File: src/rtl/alu_pkg.sv
// Shared ALU opcode encoding plus the BIST vector record and state encoding.
// Imported by the ALU, the control unit and the self-test sequencer.
package alu_pkg;

    localparam logic [3:0] ALU_NOP   = 4'b0000;
    localparam logic [3:0] ALU_ADD   = 4'b0001;
    localparam logic [3:0] ALU_SUB   = 4'b0010;
    localparam logic [3:0] ALU_SHL_U = 4'b0011;
    localparam logic [3:0] ALU_SHR_U = 4'b0100;
    localparam logic [3:0] ALU_SHL_S = 4'b0101;
    localparam logic [3:0] ALU_SHR_S = 4'b0110;
    localparam logic [3:0] ALU_LT    = 4'b0111;
    localparam logic [3:0] ALU_EQ    = 4'b1000;
    localparam logic [3:0] ALU_NEQ   = 4'b1001;
    localparam logic [3:0] ALU_AND   = 4'b1010;
    localparam logic [3:0] ALU_OR    = 4'b1011;
    localparam logic [3:0] ALU_XOR   = 4'b1100;
    localparam logic [3:0] ALU_NOR   = 4'b1101;

    localparam int BIST_NUM_VECTORS = 13;

    typedef enum logic [1:0] {
        BIST_IDLE = 2'd0,
        BIST_RUN  = 2'd1,
        BIST_DONE = 2'd2
    } bist_state_e;

    typedef struct packed {
        logic [3:0]  op;
        logic [31:0] a;
        logic [31:0] b;
        logic [31:0] exp_result;
        logic        exp_zero;
    } bist_vec_t;

    // Golden zero flag is derived from the golden result so the two can never disagree.
    function automatic bist_vec_t bist_vec(input logic [3:0]  op,
                                           input logic [31:0] a,
                                           input logic [31:0] b,
                                           input logic [31:0] r);
        return '{op, a, b, r, (r == 32'd0)};
    endfunction

endpackage

File: src/rtl/alu_bist_rom.sv
// Fixed self-test vector table: index -> opcode, operands and golden outputs.
// Purely combinational; unused indices return an all-zero no-op entry.
module alu_bist_rom
    import alu_pkg::*;
(
    input  logic [3:0] idx_i,
    output bist_vec_t  vec_o
);

    always_comb begin
        vec_o = '0;
        case (idx_i)
            4'd0:  vec_o = bist_vec(ALU_ADD,   32'h0000_0005, 32'd3, 32'h0000_0008);
            4'd1:  vec_o = bist_vec(ALU_SUB,   32'h0000_000A, 32'd3, 32'h0000_0007);
            4'd2:  vec_o = bist_vec(ALU_SHL_U, 32'h0000_0001, 32'd2, 32'h0000_0004);
            4'd3:  vec_o = bist_vec(ALU_SHR_U, 32'h0000_0008, 32'd2, 32'h0000_0002);
            4'd4:  vec_o = bist_vec(ALU_SHL_S, 32'hFFFF_FFF0, 32'd2, 32'hFFFF_FFC0);
            4'd5:  vec_o = bist_vec(ALU_SHR_S, 32'hFFFF_FFF0, 32'd2, 32'hFFFF_FFFC);
            4'd6:  vec_o = bist_vec(ALU_LT,    32'h0000_0005, 32'd3, 32'h0000_0000);
            4'd7:  vec_o = bist_vec(ALU_EQ,    32'h0000_0005, 32'd5, 32'h0000_0001);
            4'd8:  vec_o = bist_vec(ALU_NEQ,   32'h0000_0005, 32'd3, 32'h0000_0001);
            4'd9:  vec_o = bist_vec(ALU_AND,   32'h0000_000F, 32'd3, 32'h0000_0003);
            4'd10: vec_o = bist_vec(ALU_OR,    32'h0000_000F, 32'd3, 32'h0000_000F);
            4'd11: vec_o = bist_vec(ALU_XOR,   32'h0000_000F, 32'd3, 32'h0000_000C);
            4'd12: vec_o = bist_vec(ALU_NOR,   32'h0000_000F, 32'd3, 32'hFFFF_FFF0);
            default: vec_o = '0;
        endcase
    end

endmodule

File: src/rtl/alu_bist.sv
// ALU self-test sequencer: walks the vector ROM, checks result/zero_flag, keeps statistics.
// Each vector is held SETTLE_CYCLES+1 cycles; start is ignored while a run is in progress.
module alu_bist
    import alu_pkg::*;
#(
    parameter int SETTLE_CYCLES = 1,
    parameter bit STOP_ON_FAIL  = 1'b0
) (
    input  logic        clk,
    input  logic        reset,
    input  logic        start,
    output logic [3:0]  alu_op,
    output logic [31:0] alu_a,
    output logic [31:0] alu_b,
    input  logic [31:0] alu_result,
    input  logic        alu_zero,
    output logic        busy,
    output logic        done,
    output logic        pass,
    output logic [3:0]  fail_count,
    output logic [3:0]  first_fail_op
);

    localparam logic [2:0] SETTLE_MAX = 3'(SETTLE_CYCLES);
    localparam logic [3:0] LAST_IDX   = 4'(BIST_NUM_VECTORS - 1);

    bist_state_e state_q;
    logic [3:0]  idx_q;
    logic [2:0]  settle_q;
    logic [3:0]  alu_op_q;
    logic [31:0] alu_a_q;
    logic [31:0] alu_b_q;
    logic [31:0] exp_result_q;
    logic        exp_zero_q;
    logic        busy_q;
    logic        done_q;
    logic        pass_q;
    logic [3:0]  fail_count_q;
    logic [3:0]  first_fail_op_q;

    // The ROM is only ever addressed with the vector to load next; golden values ride along in registers.
    logic [3:0]  idx_d;
    bist_vec_t   vec_d;
    logic        mismatch;
    logic        last_vec;

    assign idx_d    = (state_q == BIST_RUN) ? idx_q + 4'd1 : 4'd0;
    assign mismatch = (alu_result != exp_result_q) || (alu_zero != exp_zero_q);
    assign last_vec = (idx_q == LAST_IDX);

    alu_bist_rom u_rom (
        .idx_i (idx_d),
        .vec_o (vec_d)
    );

    always_ff @(posedge clk) begin
        if (reset) begin
            state_q         <= BIST_IDLE;
            idx_q           <= 4'd0;
            settle_q        <= 3'd0;
            alu_op_q        <= ALU_NOP;
            alu_a_q         <= 32'd0;
            alu_b_q         <= 32'd0;
            exp_result_q    <= 32'd0;
            exp_zero_q      <= 1'b0;
            busy_q          <= 1'b0;
            done_q          <= 1'b0;
            pass_q          <= 1'b0;
            fail_count_q    <= 4'd0;
            first_fail_op_q <= ALU_NOP;
        end else begin
            case (state_q)
                BIST_IDLE, BIST_DONE: begin
                    if (start) begin
                        state_q         <= BIST_RUN;
                        idx_q           <= 4'd0;
                        settle_q        <= 3'd0;
                        alu_op_q        <= vec_d.op;
                        alu_a_q         <= vec_d.a;
                        alu_b_q         <= vec_d.b;
                        exp_result_q    <= vec_d.exp_result;
                        exp_zero_q      <= vec_d.exp_zero;
                        busy_q          <= 1'b1;
                        done_q          <= 1'b0;
                        pass_q          <= 1'b0;
                        fail_count_q    <= 4'd0;
                        first_fail_op_q <= ALU_NOP;
                    end
                end
                BIST_RUN: begin
                    if (settle_q < SETTLE_MAX) begin
                        settle_q <= settle_q + 3'd1;
                    end else begin
                        if (mismatch) begin
                            if (fail_count_q != 4'hF) begin
                                fail_count_q <= fail_count_q + 4'd1;
                            end
                            if (fail_count_q == 4'd0) begin
                                first_fail_op_q <= alu_op_q;
                            end
                        end
                        if (last_vec || (STOP_ON_FAIL && mismatch)) begin
                            state_q  <= BIST_DONE;
                            busy_q   <= 1'b0;
                            done_q   <= 1'b1;
                            pass_q   <= last_vec && !mismatch && (fail_count_q == 4'd0);
                            alu_op_q <= ALU_NOP;
                            alu_a_q  <= 32'd0;
                            alu_b_q  <= 32'd0;
                        end else begin
                            idx_q        <= idx_d;
                            settle_q     <= 3'd0;
                            alu_op_q     <= vec_d.op;
                            alu_a_q      <= vec_d.a;
                            alu_b_q      <= vec_d.b;
                            exp_result_q <= vec_d.exp_result;
                            exp_zero_q   <= vec_d.exp_zero;
                        end
                    end
                end
                default: state_q <= BIST_IDLE;
            endcase
        end
    end

    assign alu_op        = alu_op_q;
    assign alu_a         = alu_a_q;
    assign alu_b         = alu_b_q;
    assign busy          = busy_q;
    assign done          = done_q;
    assign pass          = pass_q;
    assign fail_count    = fail_count_q;
    assign first_fail_op = first_fail_op_q;

endmodule
File: config.mk
export PLATFORM = sky130hd
export DESIGN_NAME = alu_bist
export DESIGN_NICKNAME = d
export VERILOG_FILES = /design/src/rtl/alu_pkg.sv /design/src/rtl/alu_bist_rom.sv /design/src/rtl/alu_bist.sv
export SDC_FILE = /design/constraint.sdc
export NUM_CORES = 1
export LEC_CHECK = 0
export ABC_AREA = 0
export BUFFER_PORTS_ARGS = -buffer_cell sky130_fd_sc_hd__buf_2
export CAP_MARGIN = 20
export CORE_ASPECT_RATIO = 0.75
export CORE_MARGIN = 2
export CORE_UTILIZATION = 48
export CTS_BUF_LIST = sky130_fd_sc_hd__clkbuf_4 sky130_fd_sc_hd__clkbuf_8
export CTS_CLUSTER_SIZE = 24
export DETAILED_ROUTE_END_ITERATION = 8
export GPL_TIMING_DRIVEN = 0
export PLACE_DENSITY = 0.8
export SYNTH_ARGS = -nofsm -noshare
export SYNTH_HDL_FRONTEND = slang
export SYNTH_SLANG_ARGS = --single-unit
File: constraint.sdc
create_clock -name clk -period 3.59 [get_ports clk]
set_input_delay 0.1795 -clock clk [delete_from_list [all_inputs] [get_ports clk]]
set_output_delay 0.1795 -clock clk [all_outputs]
set_load 0.05 [all_outputs]
### Word-level counts from Yosys, hierarchy flattened

Memory sizes are Yosys's and may differ from the RTL's.
Index checks and enable logic that the tools add are counted.

| word-level totals | value |
|---|---|
| logic and storage cells | 99 |
| bits in read-only memories | 1,152 |
| register bits after elaboration | 121 |
| memory bits (writable) | 0 |
| input port bits | 36 |
| output and inout port bits | 79 |
| bits in latches | 0 |
| memories | 1 |

Memory list:

| name | depth | bits a word | rd ports | clocked after Yosys merged registers in | write ports | line | text |
|---|---|---|---|---|---|---|---|
| (no name shown) | 16 | 72 | 1 | 0 | 0 | alu_bist_rom.sv:12 | `case (idx_i)` |

| cells by class | value |
|---|---|
| equality and inequality tests | 14 |
| bitwise operators | 0 |
| $lt $le $gt $ge | 1 |
| shift operators | 0 |
| $mul | 0 |
| add/subtract/negate cells | 3 |
| div/mod/pow operators | 0 |
| muxes and demuxes | 52 |
| reductions and logical operators | 15 |

Operators by type and width:

| kind | number |
|---|---|
| 32-bit 2-to-1 mux | 9 |
| 32-bit case mux with 2 select lines | 3 |
| 4-bit 2-to-1 mux | 13 |
| 32-bit inequality test | 1 |
| 4-bit case mux with 2 select lines | 4 |
| 1-bit 2-to-1 mux | 11 |
| 2-bit inequality test (second input constant) | 5 |
| 5-bit AND reduction | 2 |
| 3-bit 2-to-1 mux | 3 |
| 3-bit AND reduction | 3 |
| 4-bit by 1-bit adder with 4-bit output (second input constant) | 2 |
| 1-bit case mux with 2 select lines | 4 |
| 4-bit AND reduction | 2 |
| 2-bit 2-to-1 mux | 3 |
| 3-bit case mux with 2 select lines | 1 |
| 4-bit equality test (second input constant) | 1 |
| 4-bit zero test | 1 |
| 2-bit by 1-bit inequality test with 1-bit output (second input constant) | 2 |
| 4-bit inequality test (second input constant) | 1 |
| 2-bit case mux with 2 select lines | 1 |
| 3-bit by 1-bit adder with 3-bit output (second input constant) | 1 |
| 3-bit by 1-bit < comparator with 1-bit output (second input constant) | 1 |
| 3-bit by 2-bit inequality test with 1-bit output (second input constant) | 1 |
| 2-bit by 1-bit equality test with 1-bit output (second input constant) | 1 |
| other kinds (8) | 9 |

### Logic depth before layout (Yosys ltp)

| depth | value |
|---|---|
| depth in word-level cells | 8 |
| depth in mapped cells | 8 |
| gate-level depth less buffers | 8 |

### Hierarchy

Synthesis repeated with hierarchy kept, for this count alone.

| second synthesis, totals | value |
|---|---|
| cell total of the unflattened synthesis | 756 |
| area total of the unflattened synthesis | 5,963.2 µm² |

Modules (own cells, without submodules):

| module | cells an instance | area an instance (µm²) | sequential area each (µm²) | instances |
|---|---|---|---|---|
| alu_bist | 612 | 4,934.7 | 2,422.3 | 1 |
| alu_bist_rom | 144 | 1,028.5 | 0.0 | 1 |

### Least setup slack after synthesis

No wires, ideal clock.

| path | value |
|---|---|
| path type | register to register |
| start | reg exp_result_q[30] |
| end | reg first_fail_op_q[0] (netlist: first_fail_op[0]) |
| arrival time | 2,117 ps |
| buffers on the path | 2 |
| stages on the path, launching flop included | 9 |
| data required time | 3,473 ps |
| path slack | 1,356 ps |
| library setup time | 117 ps |
| cells stage by stage | dfxtp_1 -> buf_6 -> or3_4 -> a2111oi_2 -> nand4_1 -> or4_1 -> buf_6 -> and4_4 -> a22o_1 |

| between the ends | value |
|---|---|
| word-level cells in the longest chain between the ends | 4 |

Ends and longest elaborated chain:

| what | line | text |
|---|---|---|
| from (decl) | alu_bist.sv:33 | `logic [31:0] exp_result_q;` |
| from (signal assigned) | alu_bist.sv:81 | `exp_result_q <= vec_d.exp_result;` |
| from (signal assigned) | alu_bist.sv:116 | `exp_result_q <= vec_d.exp_result;` |
| 32-bit inequality test | alu_bist.sv:48 | `assign mismatch = (alu_result != exp_result_q) \|\| (alu_zero != exp_zero_q);` |
| 1-bit logical OR | alu_bist.sv:48 |  |
| 2-bit inequality test (no source line) | - |  |
| 5-bit AND reduction (no source line) | - |  |
| to (signal assigned) | alu_bist.sv:99 | `first_fail_op_q <= alu_op_q;` |
| to (decl) | alu_bist.sv:39 | `logic [3:0] first_fail_op_q;` |

No other way between the ends.
A chain may end at the register's enable or synchronous reset.

### Worst setup path after layout

| path | value |
|---|---|
| start | reg state_q[0] |
| end | reg alu_op_q[3] (netlist: alu_op[3]) |

| between the ends | value |
|---|---|
| word-level cells in the longest chain between the ends | 6 |
| elaborated cells on any way between the ends | 14 |
| classes of those cells | 4 x eq/ne; 5 x mux; 4 x reduce/logical; 1 x memory |

Ends and longest elaborated chain:

| what | line | text |
|---|---|---|
| from (decl) | alu_bist.sv:27 | `bist_state_e state_q;` |
| from (signal assigned) | alu_bist.sv:58 | `state_q <= BIST_IDLE;` |
| from (signal assigned) | alu_bist.sv:75 | `state_q <= BIST_RUN;` |
| from (signal assigned) | alu_bist.sv:103 | `state_q <= BIST_DONE;` |
| 2-bit by 1-bit equality test with 1-bit output | alu_bist.sv:47, alu_bist.sv:72 |  |
| 4-bit 2-to-1 mux | alu_bist.sv:47 | `assign idx_d = (state_q == BIST_RUN) ? idx_q + 4'd1 : 4'd0;` |
| memory read 16 x 72 bit | - |  |
| 4-bit 2-to-1 mux | alu_bist.sv:102 | `if (last_vec \|\| (STOP_ON_FAIL && mismatch)) begin` |
| 4-bit 2-to-1 mux | alu_bist.sv:91 | `if (settle_q < SETTLE_MAX) begin` |
| 4-bit case mux with 2 select lines | alu_bist.sv:72 | `case (state_q)` |
| to (signal assigned) | alu_bist.sv:78 | `alu_op_q <= vec_d.op;` |
| to (signal assigned) | alu_bist.sv:113 | `alu_op_q <= vec_d.op;` |
| to (decl) | alu_bist.sv:30 | `logic [3:0] alu_op_q;` |

Parallel ways exist; a longest one is shown, timed or not. The select of a mux whose other input is x is not followed.

==> impl_metrics.toml <==
[sta]
tns_ns = 0
hold_viol_final = 0
hold_slack_ns = 0.161
setup_violations = 0
max_slew_margin_pct = 42.7
clock.fmax_mhz = 400
grt_setup_unrepaired = "no"
slew_violations = 0
tightest_slew_ns = 0.858
fin_skew_ns = 0.0100
post-route-period-util_pct = 69.7
setup_slack_ns = 1.09
fin_crit_ns = 2.50

[synth]
netlist_area_um2 = 2590
synth_top_cell_by_area = "dfxtp_1"
synth_top_flop_cell = "dfxtp_1"
synth_cells = 324
synth-seq-area-share_pct = 30.2
async_reset_ff_share_pct = 0
synth-xor-area-share_pct = 2.71
ys_types = 52
synth-simple-area-share_pct = 22.1
synth_edf_count = 0
syn_avg_cell_area_um2 = 7.99
synth-adder-area-share_pct = 6.29
synth_compound_area_share_pct = 17.6
synth_seq_cells = 39
yosysWarnings = 0
synth_top_family_by_area = "simple AND/OR/NAND/NOR gates"
yosys-mux-area-fraction_pct = 0.774
synth_top_area_share_pct = 30.2
synth_area_leaders = "dfxtp_1 30%, buf_4 16%, ha_1 6.3%"

[floorplan]
die_y_um = 67.6
io_pins = 115
die_w_um = 88.8
rows = 23
design.die.area_um2 = 6000
coreArea_um2 = 5270
start_util_pct = 49.1

[clock_tree]
clk_latency_ns = 0.31
post-cts-setup-buffers = 0
max-clock-path-buffers = 2
numClockSinks = 39
htreeDepth = 2
ctsResizeCount = 0
cts_tree = "yes"
clkTransAtPathRegs_ns = 0.08
clockRootBuffer = "clkbuf_8"
cts_inserted_buffers = 5
hold_buffers = 0

[routing]
wl_um = 6270
vias = 2536
drt-pass1-iter-count = 4
drtIter0Drc = 197
ant_nets = 0
drc = 0
via_per_inst = 4.88
wire_per_inst_um = 12.1

[worst_setup_path]
worst_ep_arrival_time_ns = 2.74
crit_type = "flop to flop"
rr_startpoint = "state_q[0]"
ff2ff_path_depth = 7
worstPathRequired_ns = 3.83
start_kind = "flop"
r2r_end = "alu_op[3]"
path_max_fanout = 10
end_kind = "flop"
rrSetupSlack_ns = 1.09

[global_route]
grt.busiest_layer = "met2"
globalRouteMet3Util_pct = 3.91
antenna_found_initial = 0
grt_pass1_vias = 2103
grt_use_met2_pct = 31.7
grt.overflow.total = 0
grt_pass1_wl_um = 9630
met1_usage_pct = 28.6
grt_max_degree = 30
grt_usage_pct = 20.5

[place]
routabilityCongestion = 0.948
placement.cell_area_um2 = 3210
post-dp-hpwl_um = 4870
pre_cts_slack_ns = 1.15
post-place-cells = 512
port_buffers = 85

[layout]
antenna_cells = 0
multi_input_area_um2 = 1390
mostFrequentLayoutCells = "85 x buf_2, 56 x buf_4, 39 x dfxtp_1"
fin_nets = 493
final.fill_count = 491
layout-drive-gt1-share_pct = 36.0
syn_to_final_growth_pct = 28.5
fin_cells = 520
stdcell_area_um2 = 3320
final_common_cell = "buf_2"
ff_latch_area_um2 = 781

[worst_hold_path]
worstHoldStart = "start"
hold_path_class = "primary input to flop"
holdPathEnd = "state_q[1]"
hold_path_depth = 3

[status]
status = "finished, final reports clean"

[power]
peakVddDrop_uv = 179
p_leak_nw = 1.68
power_density_nw_per_um2 = 341

[job]
maxCapViolations = 0
critical path: stages, from the launching register on:
cell and delay (ns):
dfxtp_1 0.36, nor2b_1 0.13, clkbuf_1 0.32, a21oi_1 0.28
a21oi_1 0.53, clkbuf_1 0.46, o21ai_1 0.18, a21oi_1 0.17
Yosys cell counts, drive strengths merged, types with 2 or more instances:
cell type and n:
buf 58, mux2i 2, clkbuf 11, nor2 37
nor4 3, a22oi 5, o21ai 6, nand2b 2
nand2 25, o31ai 4, a31oi 5, o22ai 4
nand3 12, xor2 5, or3 3, a32oi 2
dfxtp 39, nand3b 4, and3 4, nand4 5
nor2b 3, a211oi 9, nor3 12, ha 13
xnor2 3, a22o 3, a21oi 16, inv 10
how the worst max path moves through the flow:
stage                             to  cells after the start              from  slack, ns
finish                     alu_op[3]                      7        state_q[0]       1.09
global route               alu_op[3]                      7        state_q[0]       0.82
CTS                         alu_b[0]                      7        state_q[0]       1.11
detailed placement  first_fail_op[3]                      8  exp_result_q[30]       1.15
global placement           alu_op[3]                      7        state_q[0]       1.11
floorplan           first_fail_op[0]                      8  exp_result_q[30]       1.36
logic make-up after synthesis:
family / after synthesis
mux: 2
simple gates: 117
other cells: 1
xor+xnor: 8
flops: 39
compound gates: 65
buf+inv: 79
fa+ha+maj: 13
routing by layer:
| layer | up-vias | part of all wire [%] | wire, um |
|---|---|---|---|
| li1 | 1290 | - | - |
| met1 | 1134 | 46 | 2900 |
| met2 | 101 | 44 | 2750 |
| met3 | 11 | 9.0 | 564 |
| met4 | 0 | 0.84 | 53 |
| met5 | - | 0 | 0 |
stage by stage:
step                power (mW)  utilization (%)
floorplan                0.699                -
global placement         0.759             61.0
detailed placement       0.763             61.0
CTS                       1.13             63.1
global route              1.17             63.1
finish                    1.13             63.1
sequential cells by signal (all words and copies together) (netlist names), 3 cells and up:
register and count:
settle_q 3, alu_a 5, exp_result_q 6, idx_q 4
fail_count 4, first_fail_op 4, alu_op 4, alu_b 3
layout make-up:
cell class	instances	share of cell area (%)
inverter	10	1.13
multi-input combinational	234	41.8
tap	75	2.82
timing repair buffer	85	12.8
sequential	39	23.5
buffer	69	14.6
clock inverter	3	1.32
clock buffer	5	2.07
report_power, final:
group,internal (mW),switching [mW],leakage [nW]
combinational,0.0896,0.202,1.31
sequential,0.451,0.0133,0.318
clock,0.207,0.170,0.0581
Power figures use the tool's default switching activity.
